`src/rtl/spi_prefetch_fetch.sv`:
```
// SPI-SRAM instruction fetch unit: one long READ burst streams words ahead of the PC
// into a small tagged FIFO; a non-sequential request flushes it and restarts the burst.
module spi_prefetch_fetch #(
  parameter int          INSTR_W        = 16,
  parameter int          ADDR_W         = 16,
  parameter int          SPI_ADDR_BYTES = 2,
  parameter int          DEPTH          = 4,
  parameter int          CLK_DIV        = 1,
  parameter logic [7:0]  READ_CMD       = 8'h03
) (
  input  logic               clk,
  input  logic               rst,
  input  logic               en,
  input  logic [ADDR_W-1:0]  fetch_addr,
  input  logic               fetch_req,
  output logic [INSTR_W-1:0] instr,
  output logic               instr_valid,
  output logic               busy,
  output logic               spi_cs_n,
  output logic               spi_sck,
  output logic               spi_mosi,
  input  logic               spi_miso
);

  localparam int AB_W    = 8 * SPI_ADDR_BYTES;
  localparam int TX_W    = 8 + AB_W;
  localparam int BYTES   = INSTR_W / 8;
  localparam int PTR_W   = $clog2(DEPTH);
  localparam int DIV_W   = (CLK_DIV > 1) ? $clog2(CLK_DIV) : 1;
  localparam int GAP_W   = $clog2(2 * CLK_DIV + 1);
  localparam int BIT_MAX = (AB_W > INSTR_W) ? AB_W : INSTR_W;
  localparam int BIT_W   = $clog2(BIT_MAX);

  typedef enum logic [2:0] {IDLE, CMD, ADDR, DATA, GAP} state_t;
  state_t state, state_next;

  logic [DIV_W-1:0]   div_cnt;
  logic               sck;
  logic [BIT_W-1:0]   bit_cnt;
  logic [GAP_W-1:0]   gap_cnt;
  logic [TX_W-1:0]    tx_sr;
  logic [INSTR_W-1:0] rx_sr;
  logic [ADDR_W-1:0]  stream_addr;
  logic [ADDR_W-1:0]  tag_mem  [DEPTH];
  logic [INSTR_W-1:0] word_mem [DEPTH];
  logic [PTR_W-1:0]   rd_ptr, wr_ptr;
  logic [PTR_W:0]     count;

  function automatic logic [AB_W-1:0] to_byte(input logic [ADDR_W-1:0] a);
    logic [63:0] p;
    p = 64'(a) * 64'(BYTES);
    return p[AB_W-1:0];
  endfunction

  logic empty, full, hit, pending, miss, shifting, stall;
  logic phase_done, sck_rise, sck_fall, push;
  logic [ADDR_W-1:0]  load_addr;
  logic [INSTR_W-1:0] word_in;

  assign empty    = (count == '0);
  assign full     = (count == (PTR_W+1)'(DEPTH));
  assign hit      = en && fetch_req && !empty && (tag_mem[rd_ptr] == fetch_addr);
  // The address already being fetched is waited for in any active state, so a CPU
  // holding its request through CMD/ADDR/GAP does not keep restarting the burst.
  assign pending  = en && fetch_req && empty && (state != IDLE) && (stream_addr == fetch_addr);
  assign miss     = en && fetch_req && !hit && !pending;
  assign shifting = (state == CMD) || (state == ADDR) || (state == DATA);
  assign stall    = (state == DATA) && !sck && full && !hit;
  assign phase_done = shifting && !stall && (div_cnt == DIV_W'(CLK_DIV - 1));
  assign sck_rise = phase_done && !sck;
  assign sck_fall = phase_done && sck;
  assign push     = (state == DATA) && sck_rise && (bit_cnt == BIT_W'(INSTR_W - 1));
  assign word_in  = {rx_sr[INSTR_W-2:0], spi_miso};
  assign load_addr = miss ? fetch_addr : stream_addr;

  always_ff @(posedge clk) begin
    if (rst || !en) state <= IDLE;
    else            state <= state_next;
  end

  always_comb begin
    state_next = state;
    case (state)
      IDLE: if (miss) state_next = CMD;
      CMD:  if (miss) state_next = GAP;
            else if (sck_fall && bit_cnt == BIT_W'(7)) state_next = ADDR;
      ADDR: if (miss) state_next = GAP;
            else if (sck_fall && bit_cnt == BIT_W'(AB_W - 1)) state_next = DATA;
      DATA: if (miss) state_next = GAP;
      GAP:  if (gap_cnt == GAP_W'(2 * CLK_DIV - 1)) state_next = CMD;
      default: state_next = IDLE;
    endcase
  end

  always_comb begin
    spi_cs_n    = (state == IDLE) || (state == GAP);
    busy        = !spi_cs_n;
    spi_sck     = sck;
    spi_mosi    = ((state == CMD) || (state == ADDR)) ? tx_sr[TX_W-1] : 1'b0;
    instr_valid = hit;
    instr       = hit ? word_mem[rd_ptr] : '0;
  end

  always_ff @(posedge clk) begin
    if (rst || !en) begin
      sck         <= 1'b0;
      div_cnt     <= '0;
      bit_cnt     <= '0;
      gap_cnt     <= '0;
      tx_sr       <= '0;
      rx_sr       <= '0;
      stream_addr <= '0;
      rd_ptr      <= '0;
      wr_ptr      <= '0;
      count       <= '0;
    end else begin
      if (!shifting || state_next == GAP) begin
        sck     <= 1'b0;
        div_cnt <= '0;
      end else if (phase_done) begin
        sck     <= ~sck;
        div_cnt <= '0;
      end else if (!stall) begin
        div_cnt <= div_cnt + DIV_W'(1);
      end

      if (state_next != state)                      bit_cnt <= '0;
      else if ((state == CMD || state == ADDR) && sck_fall) bit_cnt <= bit_cnt + BIT_W'(1);
      else if (state == DATA && sck_rise)            bit_cnt <= push ? '0 : bit_cnt + BIT_W'(1);

      gap_cnt <= (state == GAP) ? gap_cnt + GAP_W'(1) : '0;

      if (state_next == CMD && state != CMD)
        tx_sr <= {READ_CMD, to_byte(load_addr)};
      else if ((state == CMD || state == ADDR) && sck_fall)
        tx_sr <= tx_sr << 1;

      if (state == DATA && sck_rise) rx_sr <= word_in;

      if (miss)      stream_addr <= fetch_addr;
      else if (push) stream_addr <= stream_addr + ADDR_W'(1);

      // A flush on the same edge as a push discards the pushed word.
      if (miss) begin
        rd_ptr <= '0;
        wr_ptr <= '0;
        count  <= '0;
      end else begin
        if (push) wr_ptr <= wr_ptr + PTR_W'(1);
        if (hit)  rd_ptr <= rd_ptr + PTR_W'(1);
        if (push && !hit)      count <= count + (PTR_W+1)'(1);
        else if (!push && hit) count <= count - (PTR_W+1)'(1);
      end
    end
  end

  always_ff @(posedge clk) begin
    if (push && !miss) begin
      tag_mem[wr_ptr]  <= stream_addr;
      word_mem[wr_ptr] <= word_in;
    end
  end

endmodule

```
`config.mk`:
```
export PLATFORM = sky130hd
export DESIGN_NAME = spi_prefetch_fetch
export DESIGN_NICKNAME = d
export VERILOG_FILES = /design/src/rtl/spi_prefetch_fetch.sv
export SDC_FILE = /design/constraint.sdc
export NUM_CORES = 1
export LEC_CHECK = 0
export ABC_AREA = 1
export CAP_MARGIN = 25
export CORE_ASPECT_RATIO = 1.4
export CORE_MARGIN = 2
export CORE_UTILIZATION = 57
export CTS_CLUSTER_DIAMETER = 200
export CTS_CLUSTER_SIZE = 20
export DETAILED_ROUTE_END_ITERATION = 6
export PLACE_DENSITY_LB_ADDON = 0.3
export SLEW_MARGIN = 40
export SYNTH_ARGS = -nofsm -noshare
export SYNTH_HDL_FRONTEND = slang
export SYNTH_SLANG_ARGS = --single-unit
```
`constraint.sdc`:
```
create_clock -name clk -period 8.5 [get_ports clk]
set_input_delay 2.125 -clock clk [delete_from_list [all_inputs] [get_ports clk]]
set_output_delay 2.125 -clock clk [all_outputs]
set_load 0.02 [all_outputs]
```
==> results_dict.tcl <==
set metrics [dict create \
    status "completed" \
    critPathMaxFanout 20 \
    crit_path_end_kind "output pin" \
    row_count 54 \
    final_cell_mix "nand2_1, nor2_1, edfxtp_1" \
    globalRouteOverflowTotal 0 \
    cp_cell_sequence "clkdlybuf4s50_1 -> nand3b_1 -> nand2_1 -> nor2_1 -> nand4_1 -> nor3_1 -> nand3_1 -> buf_4 -> a21oi_1 -> clkdlybuf4s50_1" \
    setup_viol 0 \
    io_buffers 41 \
    cts.sinks 202 \
    start_util_pct 58.1 \
    crit_top_cell "clkdlybuf4s50_1" \
    cp_top_family "buffers and inverters" \
    root_buffer "clkbuf_16" \
    synth_fa_ha_area_share_pct 1.32 \
    slew_viol_final 0 \
    ctsHoldBuffers 0 \
    grtUsageMet2_pct 41.6 \
    die_h_um 153 \
    power.switching_uw 369 \
    worstSetupPathDepth 10 \
    cp-startpoint "fetch_addr[11]" \
    worstSetupPathType "primary input to output pin" \
    hold_path.class "register to register" \
    place_congestion 1.01 \
    drive_gt1_share_pct 4.98 \
    fin_crit_sh_pct 78.9 \
    arrival_ns 4.59 \
    syn_area_per_cell_um2 9.00 \
    cp_slowest_cell "clkdlybuf4s50_1" \
    finalHoldViolCount 0 \
    r2r_setup_slack_ns 3.38 \
    syn_nets 1038 \
    cp.required_ns 6.38 \
    path_buf_inv 3 \
    grt_pass1_wl_um 33200 \
    fin_skew_ns 0.0235 \
    cts_tree "built" \
    p_comb_share_pct 3.5 \
    antenna_found_initial 0 \
    final_common_cell "nand2_1" \
    top_usage_layer "met2" \
    clk_pin_slew_ns 0.08 \
    grt_use_met1_pct 31.2 \
    cts_max_path_buffers 3 \
    ir_worst_vdd_mv 0.173 \
    drtPass1Iterations 6 \
    htree_levels 1 \
    ioPinCount 42 \
    post_cts_buffers 0 \
    muxShareOfSynthArea_pct 0.110 \
    routed_wirelength_um 20300 \
    synth_seq_cells 202 \
    crit_path_max_incr_delay_ns 0.64 \
    p_seq_share_pct 59.0 \
    grtUsageTotal_pct 24.0 \
    clkPwrFrac_pct 37.5 \
    synth_compound_area_share_pct 8.63 \
    placed_cells 1216 \
    core-area_um2 15600 \
    cts_resized 0 \
    relSlewSlack_pct 47.3 \
    fin_nets 1066 \
    p_total_mw 1.76 \
    netSwitchingFraction_pct 20.9 \
    yosysUniqueCellTypes 40 \
    vias 6904 \
    setup.worst_path.start_class "primary input" \
    grt_pass1_vias 6651 \
    drtAntennaViolNets 0 \
    worst_slew_pin_slew_ns 0.790 \
    setup-tns-final_ns 0 \
    n_antenna_cell 0 \
    p_per_area_nw_per_um2 175 \
    synth_cells 1008 \
    drc 0 \
    crit_path_end "instr[6]" \
    synth_warnings 0 \
    grt_use_met3_pct 2.62 \
    synthesis.area_um2 9070 \
    grt_max_degree 65 \
    seq_area_frac_synth_pct 58.7 \
    instances_no_fill 1240 \
    yosys.area_share.simple_pct 23.7 \
    routed_via_density 5.57 \
    wl_per_cell_um 16.4 \
    cts_inserted_buffers 14 \
    intPower_mw 1.39 \
    synthXorXnorAreaFrac_pct 2.12 \
    r2r-end "tag_mem[1][12]" \
    drtIter0Drc 617 \
    dp_hpwl_um 13100 \
    leakage_nw 3.73 \
    synth_top_family_by_area "simple AND/OR/NAND/NOR gates" \
    drv_cap 0 \
    reg2reg_depth 18 \
    die-area_um2 17000 \
    clock_latency_ns 0.48 \
    fmax_ghz 0.149 \
    rsz0062_at_grt "no" \
    fp.dieW_um 111 \
    syn_to_final_growth_pct 11.2 \
    period_needed_ns 6.71 \
]
[worst register-to-register path: cells and delay by family (launching register included)]
family,cells,cell delay (ns)
buffers and inverters,3,1.14
DFF,1,0.36
and+or+nand+nor,15,3.31
[registers in the layout, summed over array words and instances, names as in the netlist, named ones only]
signal       flops
stream_addr     16
state            3
wr_ptr           2
gap_cnt          2
div_cnt          1
rd_ptr           2
spi_sck          1
count            3
word_mem        64
rx_sr           15
tx_sr           23
bit_cnt          4
tag_mem         64
[stage by stage]
| step | hold slack, ns | setup slack [ns] | cell area (um^2) | util (%) |
|---|---|---|---|---|
| floorplan | 0.406 | 2.93 | 9070 | - |
| global placement | 0.417 | 1.90 | 9650 | 61.8 |
| detailed placement | 0.426 | 1.90 | 9660 | 61.9 |
| CTS | 0.436 | 1.83 | 10100 | 64.6 |
| global route | 0.460 | 1.65 | 10100 | 64.6 |
| finish | 0.434 | 1.79 | 10100 | 64.6 |
[metal layers]
| layer | up-vias | wire length [um] |
|---|---|---|
| met4 | 0 | 566 |
| met5 | - | 0 |
| met1 | 3202 | 8580 |
| li1 | 3431 | - |
| met3 | 45 | 1080 |
| met2 | 226 | 10100 |
[how the worst min path moves through the flow]
| stage | startpoint | end | slack (ns) | depth (start not counted) |
|---|---|---|---|---|
| final | gap_cnt[0] | gap_cnt[0] | 0.43 | 1 |
| after global routing | gap_cnt[0] | gap_cnt[0] | 0.46 | 1 |
| after floorplan | gap_cnt[0] | gap_cnt[0] | 0.41 | 1 |
| after global placement | gap_cnt[0] | gap_cnt[0] | 0.42 | 1 |
| after CTS | gap_cnt[0] | gap_cnt[0] | 0.44 | 1 |
| after detailed placement | gap_cnt[0] | gap_cnt[0] | 0.43 | 1 |
[layout make-up]
class	instances	area [um^2]
clock buffer	23	405
clock inverter	1	20.0
fill	1262	5520
inverter	70	265
multi-input combinational	694	3280
sequential	202	5330
tap	196	245
timing repair buffer	54	546
[power groups by stage]
stage | clock (mW) | sequential, mW | combinational [mW]
floorplan | 0 | 1.06 | 0.0351
global placement | 0 | 1.06 | 0.0598
detailed placement | 0 | 1.06 | 0.0602
CTS | 0.669 | 1.04 | 0.0607
global route | 0.703 | 1.04 | 0.0675
finish | 0.660 | 1.04 | 0.0617
[Yosys cell counts, drive strengths merged]
| master | number | share of area [%] |
|---|---|---|
| o22ai | 3 | 0.21 |
| nand3b | 6 | 0.50 |
| nor4 | 3 | 0.21 |
| nand4 | 13 | 0.90 |
| nand2 | 261 | 11 |
| a211oi | 2 | 0.17 |
| edfxtp | 128 | 42 |
| a31oi | 18 | 1.2 |
| a21oi | 47 | 2.6 |
| o21ai | 70 | 3.9 |
| ha | 8 | 1.1 |
| nor3 | 12 | 0.79 |
| nor2 | 145 | 6.1 |
| o221ai | 1 | 0.097 |
| nor3b | 1 | 0.083 |
| fa | 1 | 0.22 |
| inv | 69 | 2.9 |
| xor2 | 19 | 1.8 |
| dfxtp | 74 | 16 |
| a31o | 1 | 0.097 |
| o2111ai | 2 | 0.19 |
| mux2i | 1 | 0.11 |
| nand3 | 69 | 3.9 |
| o21a | 1 | 0.083 |
| xnor2 | 3 | 0.29 |
| clkinv | 1 | 0.041 |
| clkbuf | 20 | 0.83 |
| buf | 22 | 1.6 |
| or2 | 6 | 0.41 |
| a221oi | 1 | 0.097 |
[cells by family (layout without fill, tap and decap cells)]
logic type | after synthesis | after routing
AOI/OAI and AO/OA | 146 | 146
muxes | 1 | 1
adders and majority gates | 9 | 9
buffers and inverters | 112 | 148
and+or+nand+nor | 516 | 516
DFF | 202 | 202
xor gates and xnor gates | 22 | 22
Note: power is estimated with default switching activity, not from simulation.
